[src/rtl/radar_control.sv]
// Pulse-timing and register block: serial register file plus the
// HOLD/TX/SW/LOOK/IDLE pulse sequencer with registered strobes and chirp word.
module radar_control #(
  parameter logic [6:0] BASE = 7'd64
) (
  input  logic        clk_i,
  input  logic        rst_i,
  input  logic [6:0]  saddr_i,
  input  logic [31:0] sdata_i,
  input  logic        s_strobe_i,
  output logic        tx_side_o,
  output logic        io_tx_ena_o,
  output logic        tx_strobe_o,
  output logic        rx_strobe_o,
  output logic        receive_o,
  output logic [31:0] freq_o,
  output logic [15:0] ampl_o,
  output logic [15:0] pulse_num_o
);

  typedef enum logic [2:0] {S_HOLD, S_TX, S_SW, S_LOOK, S_IDLE} state_t;

  logic [2:0]  mode_reg;
  logic [31:0] t_on_reg, t_sw_reg, t_look_reg, t_idle_reg;
  logic [15:0] ampl_reg;
  logic [31:0] fstart_reg, fincr_reg;

  logic [31:0] sw_sh, look_sh, idle_sh, fincr_sh;
  logic [15:0] ampl_sh;

  state_t      state_reg, state_next;
  state_t      after_tx, after_sw, after_look;
  logic [31:0] cnt_reg, cnt_load;
  logic        first_reg;
  logic        tx_entry, state_enter;

  logic [6:0]  offset;
  logic        addr_hit;

  assign offset   = saddr_i - BASE;
  assign addr_hit = (saddr_i >= BASE) && (offset[6:3] == 4'd0);

  always_ff @(posedge clk_i) begin
    if (rst_i) begin
      mode_reg   <= 3'b001;
      t_on_reg   <= '0;
      t_sw_reg   <= '0;
      t_look_reg <= '0;
      t_idle_reg <= '0;
      ampl_reg   <= '0;
      fstart_reg <= '0;
      fincr_reg  <= '0;
    end else if (s_strobe_i && addr_hit) begin
      case (offset[2:0])
        3'd0: mode_reg   <= sdata_i[2:0];
        3'd1: t_on_reg   <= sdata_i;
        3'd2: t_sw_reg   <= sdata_i;
        3'd3: t_look_reg <= sdata_i;
        3'd4: t_idle_reg <= sdata_i;
        3'd5: ampl_reg   <= sdata_i[15:0];
        3'd6: fstart_reg <= sdata_i;
        default: fincr_reg <= sdata_i;
      endcase
    end
  end

  // Zero-length phases are skipped by chaining straight to the following one.
  assign after_look = (idle_sh != '0) ? S_IDLE : S_TX;
  assign after_sw   = (look_sh != '0) ? S_LOOK : after_look;
  assign after_tx   = (sw_sh   != '0) ? S_SW   : after_sw;

  always_comb begin
    state_next = state_reg;
    if (mode_reg[0]) begin
      state_next = S_HOLD;
    end else begin
      case (state_reg)
        S_HOLD: state_next = S_TX;
        S_TX:   if (cnt_reg == '0) state_next = after_tx;
        S_SW:   if (cnt_reg == '0) state_next = after_sw;
        S_LOOK: if (cnt_reg == '0) state_next = after_look;
        S_IDLE: if (cnt_reg == '0) state_next = S_TX;
        default: state_next = S_HOLD;
      endcase
    end
  end

  // TX re-entered from TX (continuous transmit) still counts as a new pulse.
  assign tx_entry    = (state_next == S_TX) && ((state_reg != S_TX) || (cnt_reg == '0));
  assign state_enter = tx_entry || (state_next != state_reg);

  always_comb begin
    cnt_load = '0;
    case (state_next)
      S_TX:   cnt_load = (t_on_reg == '0) ? 32'd0 : t_on_reg - 32'd1;
      S_SW:   cnt_load = sw_sh - 32'd1;
      S_LOOK: cnt_load = look_sh - 32'd1;
      S_IDLE: cnt_load = idle_sh - 32'd1;
      default: cnt_load = '0;
    endcase
  end

  always_ff @(posedge clk_i) begin
    if (rst_i) begin
      state_reg   <= S_HOLD;
      cnt_reg     <= '0;
      first_reg   <= 1'b1;
      sw_sh       <= '0;
      look_sh     <= '0;
      idle_sh     <= '0;
      fincr_sh    <= '0;
      ampl_sh     <= '0;
      tx_side_o   <= 1'b0;
      io_tx_ena_o <= 1'b0;
      tx_strobe_o <= 1'b0;
      rx_strobe_o <= 1'b0;
      receive_o   <= 1'b0;
      freq_o      <= '0;
      ampl_o      <= '0;
      pulse_num_o <= '0;
    end else begin
      state_reg <= state_next;
      if (state_enter)
        cnt_reg <= cnt_load;
      else if (cnt_reg != '0)
        cnt_reg <= cnt_reg - 32'd1;

      if (tx_entry) begin
        sw_sh    <= t_sw_reg;
        look_sh  <= t_look_reg;
        idle_sh  <= t_idle_reg;
        fincr_sh <= fincr_reg;
        ampl_sh  <= ampl_reg;
      end

      tx_side_o   <= mode_reg[1];
      io_tx_ena_o <= (state_next == S_TX) && !mode_reg[2];
      tx_strobe_o <= (state_next == S_TX);
      rx_strobe_o <= (state_next == S_LOOK);
      receive_o   <= (state_next == S_LOOK);

      if (tx_entry) begin
        freq_o <= fstart_reg;
        ampl_o <= mode_reg[2] ? 16'd0 : ampl_reg;
      end else if (state_next == S_TX) begin
        freq_o <= freq_o + fincr_sh;
        ampl_o <= mode_reg[2] ? 16'd0 : ampl_sh;
      end

      if (state_next == S_HOLD) begin
        pulse_num_o <= '0;
        first_reg   <= 1'b1;
      end else if (tx_entry) begin
        if (first_reg)
          first_reg <= 1'b0;
        else
          pulse_num_o <= pulse_num_o + 16'd1;
      end
    end
  end

endmodule

[config.mk]
export PLATFORM = sky130hd
export DESIGN_NAME = radar_control
export DESIGN_NICKNAME = d
export VERILOG_FILES = /design/src/rtl/radar_control.sv
export SDC_FILE = /design/constraint.sdc
export NUM_CORES = 1
export LEC_CHECK = 0
export CORE_ASPECT_RATIO = 0.9
export CORE_MARGIN = 1
export CORE_UTILIZATION = 40
export DETAILED_ROUTE_END_ITERATION = 12
export PLACE_DENSITY = 0.61
export SYNTH_ARGS = -nofsm -noshare
export SYNTH_HDL_FRONTEND = slang
export SYNTH_SLANG_ARGS = --single-unit
[constraint.sdc]
create_clock -name clk_i -period 4.3 [get_ports clk_i]
set_clock_uncertainty 0.15 [all_clocks]
set_input_delay 0.645 -clock clk_i [delete_from_list [all_inputs] [get_ports clk_i]]
set_output_delay 0.645 -clock clk_i [all_outputs]
set_load 0.03 [all_outputs]
==> flow_metrics.env <==
export IMPL_setup_ws_ps=106
export IMPL_critPathTopFamily="simple AND/OR/NAND/NOR gates"
export IMPL_worst_pin_slew_ps=1030
export IMPL_status="finished, final reports clean"
export IMPL_ant_nets=0
export IMPL_post_route_util_pct=49.8
export IMPL_placed_cells=3503
export IMPL_grt_pass1_vias=18800
export IMPL_slew_viol_final=0
export IMPL_cp_arrival_ps=4560
export IMPL_async_flop_share_pct=0
export IMPL_fmax_ghz=0.238
export IMPL_syn_avg_cell_area_um2=7.72
export IMPL_final_area_um2=25900
export IMPL_die_h_um=220
export IMPL_placementRows=79
export IMPL_ys_types=79
export IMPL_start_util_pct=40.8
export IMPL_grt_pass1_wl_um=108000
export IMPL_syn_num_nets=2828
export IMPL_ys_warn_count=0
export IMPL_maxCapViolations=0
export IMPL_yosysTopAreaCell="dfxtp_1"
export IMPL_swShare_pct=27.1
export IMPL_synth_top_area_share_pct=43.3
export IMPL_slowest_stage="nor4_1"
export IMPL_worstSetupPathType="register to register"
export IMPL_place_gp_congestion=0.947
export IMPL_firstDrtPassIters=5
export IMPL_crit_path_end_kind="register"
export IMPL_required_ps=4670
export IMPL_setup_viol=0
export IMPL_cts_buffer_depth=3
export IMPL_vias=20100
export IMPL_share_comb_of_total_power_pct=14.9
export IMPL_synth_edf_count=0
export IMPL_worst_path_buf_inv=2
export IMPL_core_um2=52000
export IMPL_ys_seq_area_share_pct=43.3
export IMPL_seqPwrFrac_pct=42.9
export IMPL_critPathMaxFanout=9
export IMPL_drtIter0Drc=1676
export IMPL_layout_nets=2955
export IMPL_placed_cell_area_um2=23700
export IMPL_routed_wl_um=69800
export IMPL_routedWlPerCell_um=19.4
export IMPL_finalCriticalPeriod_ps=4190
export IMPL_numClockSinks=459
export IMPL_route_detailed_drc=0
export IMPL_cts_hold_buf=0
export IMPL_grt_ovfl_total=0
export IMPL_switchingPower_mw=2.88
export IMPL_portBuffers=110
export IMPL_grtUsageTotal_pct=25.5
export IMPL_die_width_um=245
export IMPL_synthTopCellsByArea="dfxtp_1, nand2_1, a21oi_1, clkbuf_1, nor2_1"
export IMPL_cts_buffers=49
export IMPL_hold_path_class="register to register"
export IMPL_ir_drop_v=0.000284
export IMPL_synth_ff_type="dfxtp_1"
export IMPL_io_pins=111
export IMPL_hold_viol=0
export IMPL_drive_above_1_share_pct=11.2
export IMPL_fp_dieArea_um2=54000
export IMPL_worstPathCellList="nor4_1 -> nand4_1 -> nor2_2 -> nor2_1 -> o41ai_2 -> buf_4 -> o21ai_4 -> buf_6 -> a221oi_4 -> nand4_4 -> nor4_4 -> nand4b_1 -> mux2_1 -> a221oi_2"
export IMPL_cts_root_buf="clkbuf_16"
export IMPL_setup_worst_path_start_class="register"
export IMPL_relSlewSlack_pct=31.4
export IMPL_ys_ff_latch=459
export IMPL_power_frac_clock_pct=42.3
export IMPL_clk_pin_slew_ps=70
export IMPL_fin_cells=3603
export IMPL_max_stage_delay_ps=520
export IMPL_p_per_area_nw_per_um2=410
export IMPL_synth_area_um2=21200
export IMPL_r2r_start="idle_sh[26]$_SDFFE_PP0P_"
export IMPL_place_hpwl_um=48300
export IMPL_viasPerCell=5.57
export IMPL_cts_tree="done"
export IMPL_netlist_instances=2748
export IMPL_crit_path_start="idle_sh[26]$_SDFFE_PP0P_"
export IMPL_fin_crit_sh_pct=97.5
export IMPL_internal_power_mw=7.74
export IMPL_syn_to_final_growth_pct=22.1
export IMPL_whs_ps=297
export IMPL_grt_setup_unrepaired="true"
export IMPL_regToRegSetupSlack_ps=110
export IMPL_place_ws_ps=-87.5
export IMPL_clkLatencyLatePin_ps=610
export IMPL_grt_max_degree=140
export IMPL_h_tree_depth=2
export IMPL_p_leak_nw=9.42
export IMPL_antenna_found_initial=0
export IMPL_hp_start="t_look_reg[20]$_SDFFE_PP0P_"
## layout make-up
type,count,area [um2]
fill,5128,26100
sequential,459,9190
tap,688,861
clock buffer,66,1400
timing repair buffer,263,2380
clock inverter,23,329
inverter,22,82.6
multi-input combinational,2080,11600
antenna,2,5.00
## logic make-up (layout without fill, tap and decap cells)
family | count (synthesis) | count (layout) | share of synthesized area (%)
compound gates | 686 | 686 | 19.7
other cells | 0 | 2 | 0
fa+ha+maj | 38 | 38 | 2.28
simple gates | 1225 | 1225 | 25.3
mux | 24 | 24 | 1.14
xor+xnor | 107 | 107 | 4.42
flops | 459 | 459 | 43.3
buf+inv | 209 | 374 | 3.87
## placed cells by master, fill, tap and decap left out, drive strengths merged, types with 11 or more instances in the layout
| master | synthesis | final |
|---|---|---|
| a21oi | 424 | 424 |
| nand3 | 31 | 31 |
| a311oi | 18 | 18 |
| nand4 | 23 | 23 |
| xor2 | 40 | 40 |
| clkbuf | 171 | 66 |
| nand2b | 13 | 13 |
| nor2 | 161 | 161 |
| a22o | 20 | 20 |
| a221oi | 27 | 27 |
| clkinv | 0 | 14 |
| dfxtp | 459 | 459 |
| and3 | 38 | 38 |
| a211oi | 27 | 27 |
| nor3 | 75 | 75 |
| mux2i | 23 | 23 |
| nand2 | 767 | 767 |
| nor4 | 46 | 46 |
| inv | 22 | 23 |
| o21ai | 78 | 78 |
| or3 | 12 | 12 |
| o211ai | 11 | 11 |
| xnor2 | 67 | 67 |
| ha | 37 | 37 |
| a21o | 17 | 17 |
| clkdlybuf4s50 | 0 | 109 |
| buf | 16 | 154 |
## power groups by stage
stage / Combinational [mW] / Clock [mW] / Sequential, mW
final: 1.58 / 4.49 / 4.55
after global routing: 1.70 / 4.76 / 4.56
after CTS: 1.47 / 4.57 / 4.54
after detailed placement: 1.46 / 0 / 4.63
after global placement: 1.43 / 0 / 4.62
after floorplan: 1.02 / 0 / 4.60
## metrics by stage
stage	setup TNS [ps]	power (mW)
after floorplan	0	5.62
after global placement	-221	6.05
after detailed placement	-309	6.09
after CTS	0	10.6
after global routing	-209	11.0
final	0	10.6
## layer usage
layer	up-vias	global-route usage, %	routed length, um
met5	-	0	0
met1	9572	35.7	32400
met4	0	6.69	1510
li1	9754	-	-
met3	103	3.65	4540
met2	653	41.1	31400
## worst min-delay path: stages, from the launching register on
cell and delay (ps):
dfxtp_1 310, nand2_1 50, a21oi_1 50
## Yosys cell counts, drive strengths merged, types with 3 or more instances
cell / count
nor3: 75
mux2i: 23
and3: 38
o22ai: 3
a22oi: 9
a31oi: 7
o211ai: 11
xnor2: 67
nor4b: 3
nor2: 161
inv: 22
buf: 16
xor2: 40
o31a: 4
nand3: 31
dfxtp: 459
a22o: 20
clkbuf: 171
a311oi: 18
nand4: 23
o2111ai: 3
o221ai: 3
nand2b: 13
a211oi: 27
nor3b: 6
a21boi: 3
nor4: 46
or2: 8
a21o: 17
o21bai: 6
and4: 8
o41ai: 3
or4: 8
or3: 12
o21ai: 78
nor2b: 10
o21a: 9
a221oi: 27
and2: 10
nand2: 767
a21oi: 424
ha: 37
## worst paths after layout
check | endpoint | depth (start not counted)
min reg2reg | look_sh[20]$_SDFFE_PP0P_ | 2
min | look_sh[20]$_SDFFE_PP0P_ | 2
max reg2reg | cnt_reg[26]$_SDFFE_PP0P_ | 14
max | cnt_reg[26]$_SDFFE_PP0P_ | 14
## repair_timing
action	4_1_cts	5_1_grt
gates resized for setup	3	67
pin swaps	0	21
endpoints found under the hold margin	0	0
setup endpoints to repair	15	31
cloned	0	1
buffers inserted	0	8
No activity file was read; power rests on OpenSTA's default activity.
